[src/rtl/piso_ser_ctrl.sv]
// Sequencing controller for a PISO shift datapath: valid/ready word intake, MSB-first serial
// frame with start/end markers, and an idle gap between frames. PISO_SER_PARITY_EN appends even parity.
module piso_ser_ctrl #(
   parameter int unsigned WIDTH      = 4,
   parameter int unsigned GAP_CYCLES = 1
) (
   input  logic             clk,
   input  logic             rst,
   input  logic             in_valid,
   input  logic [WIDTH-1:0] in_data,
   output logic             in_ready,
   output logic             ser_out,
   output logic             ser_valid,
   output logic             frame_start,
   output logic             frame_end,
   output logic             piso_load,
   output logic             piso_shift,
   output logic             busy
);

`ifdef PISO_SER_PARITY_EN
   localparam int unsigned FRAME_LEN = WIDTH + 1;
`else
   localparam int unsigned FRAME_LEN = WIDTH;
`endif
   localparam int unsigned CW = $clog2(WIDTH + 2);

   typedef enum logic [1:0] {StIdle, StShift, StGap} state_e;

   state_e           state_q;
   logic [WIDTH-1:0] sreg_q;
   logic [CW-1:0]    cnt_q;
   logic [3:0]       gap_q;
   logic             accept;
   logic             last_bit;
   logic             next_bit;

   assign in_ready  = rst && (state_q == StIdle);
   assign accept    = in_valid && in_ready;
   assign piso_load = accept;

   // cnt_q is the index of the frame bit currently on ser_out
   assign last_bit = (cnt_q == CW'(FRAME_LEN - 1));

`ifdef PISO_SER_PARITY_EN
   logic parity_q;
   assign next_bit = (cnt_q == CW'(WIDTH - 1)) ? parity_q : sreg_q[WIDTH-1];
`else
   assign next_bit = sreg_q[WIDTH-1];
`endif

   always_ff @(posedge clk) begin
      if (!rst) begin
         state_q     <= StIdle;
         sreg_q      <= '0;
         cnt_q       <= '0;
         gap_q       <= '0;
         ser_out     <= 1'b0;
         ser_valid   <= 1'b0;
         frame_start <= 1'b0;
         frame_end   <= 1'b0;
         piso_shift  <= 1'b0;
         busy        <= 1'b0;
`ifdef PISO_SER_PARITY_EN
         parity_q    <= 1'b0;
`endif
      end else begin
         unique case (state_q)
            StIdle: begin
               if (accept) begin
                  state_q     <= StShift;
                  // MSB goes out straight away; the register keeps the remaining bits
                  sreg_q      <= in_data << 1;
                  cnt_q       <= '0;
                  ser_out     <= in_data[WIDTH-1];
                  ser_valid   <= 1'b1;
                  frame_start <= 1'b1;
                  frame_end   <= 1'b0;
                  piso_shift  <= 1'b1;
                  busy        <= 1'b1;
`ifdef PISO_SER_PARITY_EN
                  parity_q    <= ^in_data;
`endif
               end
            end
            StShift: begin
               frame_start <= 1'b0;
               if (last_bit) begin
                  ser_out    <= 1'b0;
                  ser_valid  <= 1'b0;
                  frame_end  <= 1'b0;
                  piso_shift <= 1'b0;
                  if (GAP_CYCLES > 0) begin
                     state_q <= StGap;
                     gap_q   <= 4'(GAP_CYCLES);
                     busy    <= 1'b1;
                  end else begin
                     state_q <= StIdle;
                     busy    <= 1'b0;
                  end
               end else begin
                  ser_out   <= next_bit;
                  sreg_q    <= sreg_q << 1;
                  cnt_q     <= cnt_q + CW'(1);
                  frame_end <= (cnt_q == CW'(FRAME_LEN - 2));
               end
            end
            StGap: begin
               if (gap_q <= 4'd1) begin
                  state_q <= StIdle;
                  busy    <= 1'b0;
               end else begin
                  gap_q <= gap_q - 4'd1;
               end
            end
            default: state_q <= StIdle;
         endcase
      end
   end

endmodule

[config.mk]
export PLATFORM = sky130hd
export DESIGN_NAME = piso_ser_ctrl
export DESIGN_NICKNAME = d
export VERILOG_FILES = /design/src/rtl/piso_ser_ctrl.sv
export SDC_FILE = /design/constraint.sdc
export NUM_CORES = 1
export LEC_CHECK = 0
export ABC_AREA = 1
export BUFFER_PORTS_ARGS = -buffer_cell sky130_fd_sc_hd__buf_2
export CORE_MARGIN = 5
export CORE_UTILIZATION = 56
export DETAILED_ROUTE_END_ITERATION = 10
export GPL_TIMING_DRIVEN = 0
export PLACE_DENSITY = 0.8
export SYNTH_ARGS = -nofsm -noshare
export SYNTH_HDL_FRONTEND = slang
export SYNTH_SLANG_ARGS = --single-unit
[constraint.sdc]
create_clock -name clk -period 2.45 [get_ports clk]
set_clock_uncertainty 0.1 [all_clocks]
set_input_delay 0.3675 -clock clk [delete_from_list [all_inputs] [get_ports clk]]
set_output_delay 0.3675 -clock clk [all_outputs]
set_load 0.01 [all_outputs]
==> impl_metrics.json, run 1 <==
{
  "slew_viol_final": 0,
  "cts_setup_buffers": 0,
  "io_buffers": 13,
  "start_kind": "register",
  "post-route-period-util_pct": 68.78,
  "hold_class": "input pin to register",
  "crit_buf_inv": 2,
  "worstHoldPathCells": 3,
  "clock_sinks": 17,
  "core_area_sq_um": 1454,
  "synth_nets": 123,
  "via_count": 734,
  "ys_types": 21,
  "setup_viol": 0,
  "drt_wl_total_mm": 1.588,
  "drc": 0,
  "drive_gt1_share_pct": 22.66,
  "clock_path_buffers": 2,
  "arrival_ns": 1.22,
  "crit_family": "flip-flops",
  "routed_via_density": 5.097,
  "ctsResizeCount": 0,
  "post_drt_wl_per_cell_microns": 11.03,
  "crit_cells": 4,
  "gp_congestion": 0.7970,
  "dieArea_sq_um": 2368,
  "outcome": "complete, no violations",
  "grt_pass1_vias": 672,
  "crit_type": "register to output port",
  "peakVddDrop_mv": 0.4070,
  "tightest_slew_ns": 0.2444,
  "max_freq_ghz": 0.5935,
  "cts_buffers": 3,
  "hold_violations": 0,
  "min_period_ns": 1.685,
  "syn_avg_cell_area_sq_um": 7.541,
  "power_leakage_nw": 0.4531,
  "chipWidth_microns": 48.66,
  "synthCells": 111,
  "pre_cts_ws_ns": 0.9448,
  "worst_ep_required_time_ns": 1.98,
  "place_hpwl_mm": 1.188,
  "overflow": 0,
  "path_cells": "nor2_2, nand3_4, inv_2, buf_2",
  "path_max_fanout": 5,
  "hold_buffers": 0,
  "yosysWarnings": 0,
  "antenna_found_initial": 0,
  "antennaDiodeCount": 0,
  "grt_max_degree": 11,
  "ant_nets": 0,
  "start_util_pct": 57.57,
  "io_pins": 15,
  "insertion_delay_ns": 0.30,
  "area_delta_synth_final_pct": 13.30,
  "gr-usage-all-layers_pct": 14.57,
  "tritoncts": "done",
  "synth_seq_cells": 17,
  "setup-tns-final_ns": 0,
  "yosysSeqAreaShare_pct": 40.66,
  "crit_slowest_cell": "dfxtp_1",
  "die_h_microns": 48.66,
  "postLayoutCoreUtil_pct": 65.23,
  "synth_area_sq_um": 837.1,
  "final_nets": 141,
  "setup_slack_ns": 0.7650,
  "ctsHtreeMaxLevel": 1,
  "slowest_delay_ns": 0.39,
  "grt_pass1_wl_mm": 2.670,
  "cap_viol_max_count": 0,
  "dr.pass1.iters": 5,
  "powerDensity_nw_per_um2": 559.9,
  "slew_headroom_pct": 83.68,
  "cts_root_buf": "clkbuf_4",
  "rows": 14,
  "end_kind": "output port",
  "dr.first_iter.drc_count": 18,
  "clkTransAtPathRegs_ns": 0.09,
  "rsz0062_at_grt": "no",
  "r2r_cells": 6
}
-- kinds of logic (layout without fill, tap and decap cells) --
kind of cell / after synthesis / after routing / synth area share, %
and+or+nand+nor: 49 / 49 / 28.85
AOI/OAI and AO/OA: 22 / 22 / 13.75
buffers and inverters: 18 / 35 / 9.268
DFF: 17 / 17 / 40.66
adders and majority gates: 5 / 5 / 7.474
-- report_power, final --
part           switching (mW)  internal, mW  total (mW)  leakage [nW]
Clock                  0.0894        0.0635       0.153        0.0150
Sequential            0.00891         0.290       0.299         0.139
Combinational          0.0472        0.0318      0.0789         0.299
-- path summary, 6_finish.rpt --
check                                start   endpoint  slack [ns]
worst max-delay path            state_q[0]  piso_load        0.76
worst max register to register    cnt_q[1]  sreg_q[3]        0.93
worst min register to register   sreg_q[2]  sreg_q[2]        0.35
worst min-delay path            in_data[0]  sreg_q[1]        0.23
-- metal layers --
layer	up-vias	global-route usage [%]	part of all wire, %
li1	391	-	-
met1	321	14.96	44
met2	19	25.43	49
met3	3	3.988	5.2
met4	0	9.417	1.8
met5	-	0	0
-- tightest hold or removal path: stages --
cell,delay [ns]
buf_2,0.10
nand2_1,0.06
a21oi_1,0.06
-- cell usage in the layout (no fill, tap or decap), drive strengths merged, types with 4 or more instances in the layout --
| master | instances |
|---|---|
| nand2 | 28 |
| dfxtp | 17 |
| inv | 16 |
| buf | 15 |
| a21oi | 13 |
| nor2 | 9 |
| nand3 | 7 |
| o21ai | 7 |
| ha | 5 |
| clkbuf | 4 |
-- metrics by stage --
stage               hold slack [ns]  total power [mW]  cells  cell area, sq um
floorplan                    0.3246            0.3591    111             837.1
global placement             0.3357            0.3818    140             922.1
detailed placement           0.3453            0.3853    140             922.1
CTS                          0.2166            0.5365    144             948.4
global route                 0.2157            0.5641    144             948.4
finish                       0.2259            0.5311    144             948.4
-- cell type report --
| cell class | count | area, sq um |
|---|---|---|
| flip-flops and latches | 17 | 340.3 |
| clock buffers | 4 | 26.28 |
| inverters | 16 | 62.56 |
| plain buffers | 2 | 15.01 |
| multi-input cells | 76 | 419.2 |
| well taps | 16 | 20.02 |
| fillers | 133 | 505.5 |
| repair buffers | 13 | 65.06 |
-- state kept, by name (all words and copies together), names as in the netlist --
register / cells
gap_q: 4
cnt_q: 3
sreg_q: 3
state_q: 2
busy: 1
frame_end: 1
frame_start: 1
piso_shift: 1
ser_out: 1
-- Yosys cell counts (all sizes together) --
master,instances,share of area (%)
a21oi,13,7.8
a22oi,1,0.90
buf,2,1.8
dfxtp,17,41
ha,5,7.5
inv,16,7.5
nand2,28,14
nand3,7,5.7
nor2,9,5.5
nor3,3,1.8
o21ai,7,4.2
o21bai,1,0.90
or2,2,1.5
No activity file was read; power rests on OpenSTA's default activity.
==> run 2, diff against run 1 <==
CORE_UTILIZATION = 47   (was 56)
PLACE_DENSITY = 0.72   (was 0.8)
clock period = 1.4 ns   (was 2.45 ns; I/O delays follow)
==> impl_metrics.json, run 2 (same netlist as run 1, synthesis figures left out) <==
{
  "drt_wl_total_mm": 1.928,
  "antenna_found_initial": 0,
  "cts_buffers": 3,
  "chipWidth_microns": 52.20,
  "post_drt_wl_per_cell_microns": 11.83,
  "pre_cts_ws_ns": -0.09236,
  "place_hpwl_mm": 1.254,
  "outcome": "complete, no violations",
  "antennaDiodeCount": 0,
  "end_kind": "output port",
  "slew_viol_final": 0,
  "peakVddDrop_mv": 0.5939,
  "postLayoutCoreUtil_pct": 69.16,
  "reg_top3": "gap_q: 4 flops, cnt_q: 3 flops, sreg_q: 3 flops",
  "core_area_sq_um": 1708,
  "setup_viol": 0,
  "gr-usage-all-layers_pct": 14.18,
  "reg2reg_from": "cnt_q[1]",
  "cap_viol_max_count": 0,
  "clkTransAtPathRegs_ns": 0.11,
  "mostFrequentLayoutCell": "nand2_1",
  "place_area_sq_um": 933.4,
  "r2r_cells": 9,
  "ctsHtreeMaxLevel": 1,
  "hold_violations": 0,
  "stdcell_count": 163,
  "r2r_slack_ns": 0.05,
  "hold_class": "input pin to register",
  "worst_ep_required_time_ns": 1.09,
  "setup_slack_ns": 0.03222,
  "min_period_ns": 1.368,
  "max_freq_ghz": 0.7311,
  "drc": 0,
  "ant_nets": 0,
  "whs_ns": 0.06125,
  "dpl.cell_count": 149,
  "start_util_pct": 49.01,
  "area_delta_synth_final_pct": 41.11,
  "largest-register": "gap_q",
  "io_buffers": 13,
  "arrival_ns": 1.06,
  "tightest_slew_ns": 0.3927,
  "setup-tns-final_ns": 0,
  "post-route-period-util_pct": 97.70,
  "slew_headroom_pct": 73.62,
  "path_max_fanout": 5,
  "overflow": 0,
  "worstHoldPathCells": 3,
  "dr.first_iter.drc_count": 15,
  "dieArea_sq_um": 2725,
  "final_cell_mix": "nand2_1, buf_2, buf_4, dfxtp_1, inv_1",
  "clock_sinks": 17,
  "hold_path_end": "sreg_q[1]",
  "final_area_sq_um": 1181,
  "gp_congestion": 0.7125,
  "drive_gt1_share_pct": 48.55,
  "dr.pass1.iters": 4,
  "start_kind": "register",
  "io_pins": 15,
  "r2r_end": "piso_shift",
  "rsz0062_at_grt": "yes",
  "power_mw": 0.9774,
  "clock_path_buffers": 2,
  "grt_pass1_wl_mm": 2.835,
  "crit_type": "register to output port",
  "final_nets": 151,
  "die_h_microns": 52.20,
  "via_count": 798,
  "power_leakage_nw": 0.5353,
  "grt_pass1_vias": 705,
  "routed_via_density": 4.896,
  "insertion_delay_ns": 0.31,
  "grt_max_degree": 11,
  "tritoncts": "done",
  "cts_root_buf": "clkbuf_4",
  "min_from": "in_data[0]",
  "largest_register_ffs": 4,
  "rows": 15,
  "powerDensity_nw_per_um2": 827.5
}
run 2: cell type report:
cell class                 count  area [sq um]
fill                         144         526.8
clock inverter                 1         5.005
inverter                      16         65.06
sequential                    17         350.3
tap                           25         31.28
clock buffer                   3         22.52
timing repair buffer          23         150.1
multi-input combinational     76         541.8
buffer                         2         15.01
run 2: worst max-delay path by stage:
stage | cells after the start | start | slack, ns | endpoint
global route | 7 | state_q[1] | -0.04 | gap_q[3]
floorplan | 6 | cnt_q[0] | 0.03 | sreg_q[3]
finish | 4 | state_q[0] | 0.03 | piso_load
global placement | 10 | gap_q[0] | -0.05 | gap_q[3]
detailed placement | 10 | gap_q[0] | -0.09 | gap_q[2]
CTS | 6 | cnt_q[1] | 0.01 | cnt_q[1]
run 2: critical path, cell delays in order (launching register included):
cell and delay (ns):
dfxtp_4 0.38, nor2_4 0.11, nand3_4 0.10, inv_4 0.07
buf_6 0.09
run 2: repair_timing:
item                                    in CTS  in global routing
setup buffers                                2                  8
endpoints found under the setup margin      12                 13
pin swaps                                    3                  8
hold buffers                                 0                  0
gates resized for setup                     13                 28
run 2: report_power, final:
group	internal [mW]	switching, mW
clock	0.107	0.170
combinational	0.0772	0.0989
sequential	0.508	0.0161
total	0.692	0.285
run 2: per-layer routing:
layer	wire length [microns]	share of wire [%]	up-vias	track usage, %
met5	0	0	-	0
met4	37	1.9	0	6.383
met3	63	3.3	5	3.419
met2	997	52	10	25.10
met1	830	43	373	15.93
li1	-	-	410	-
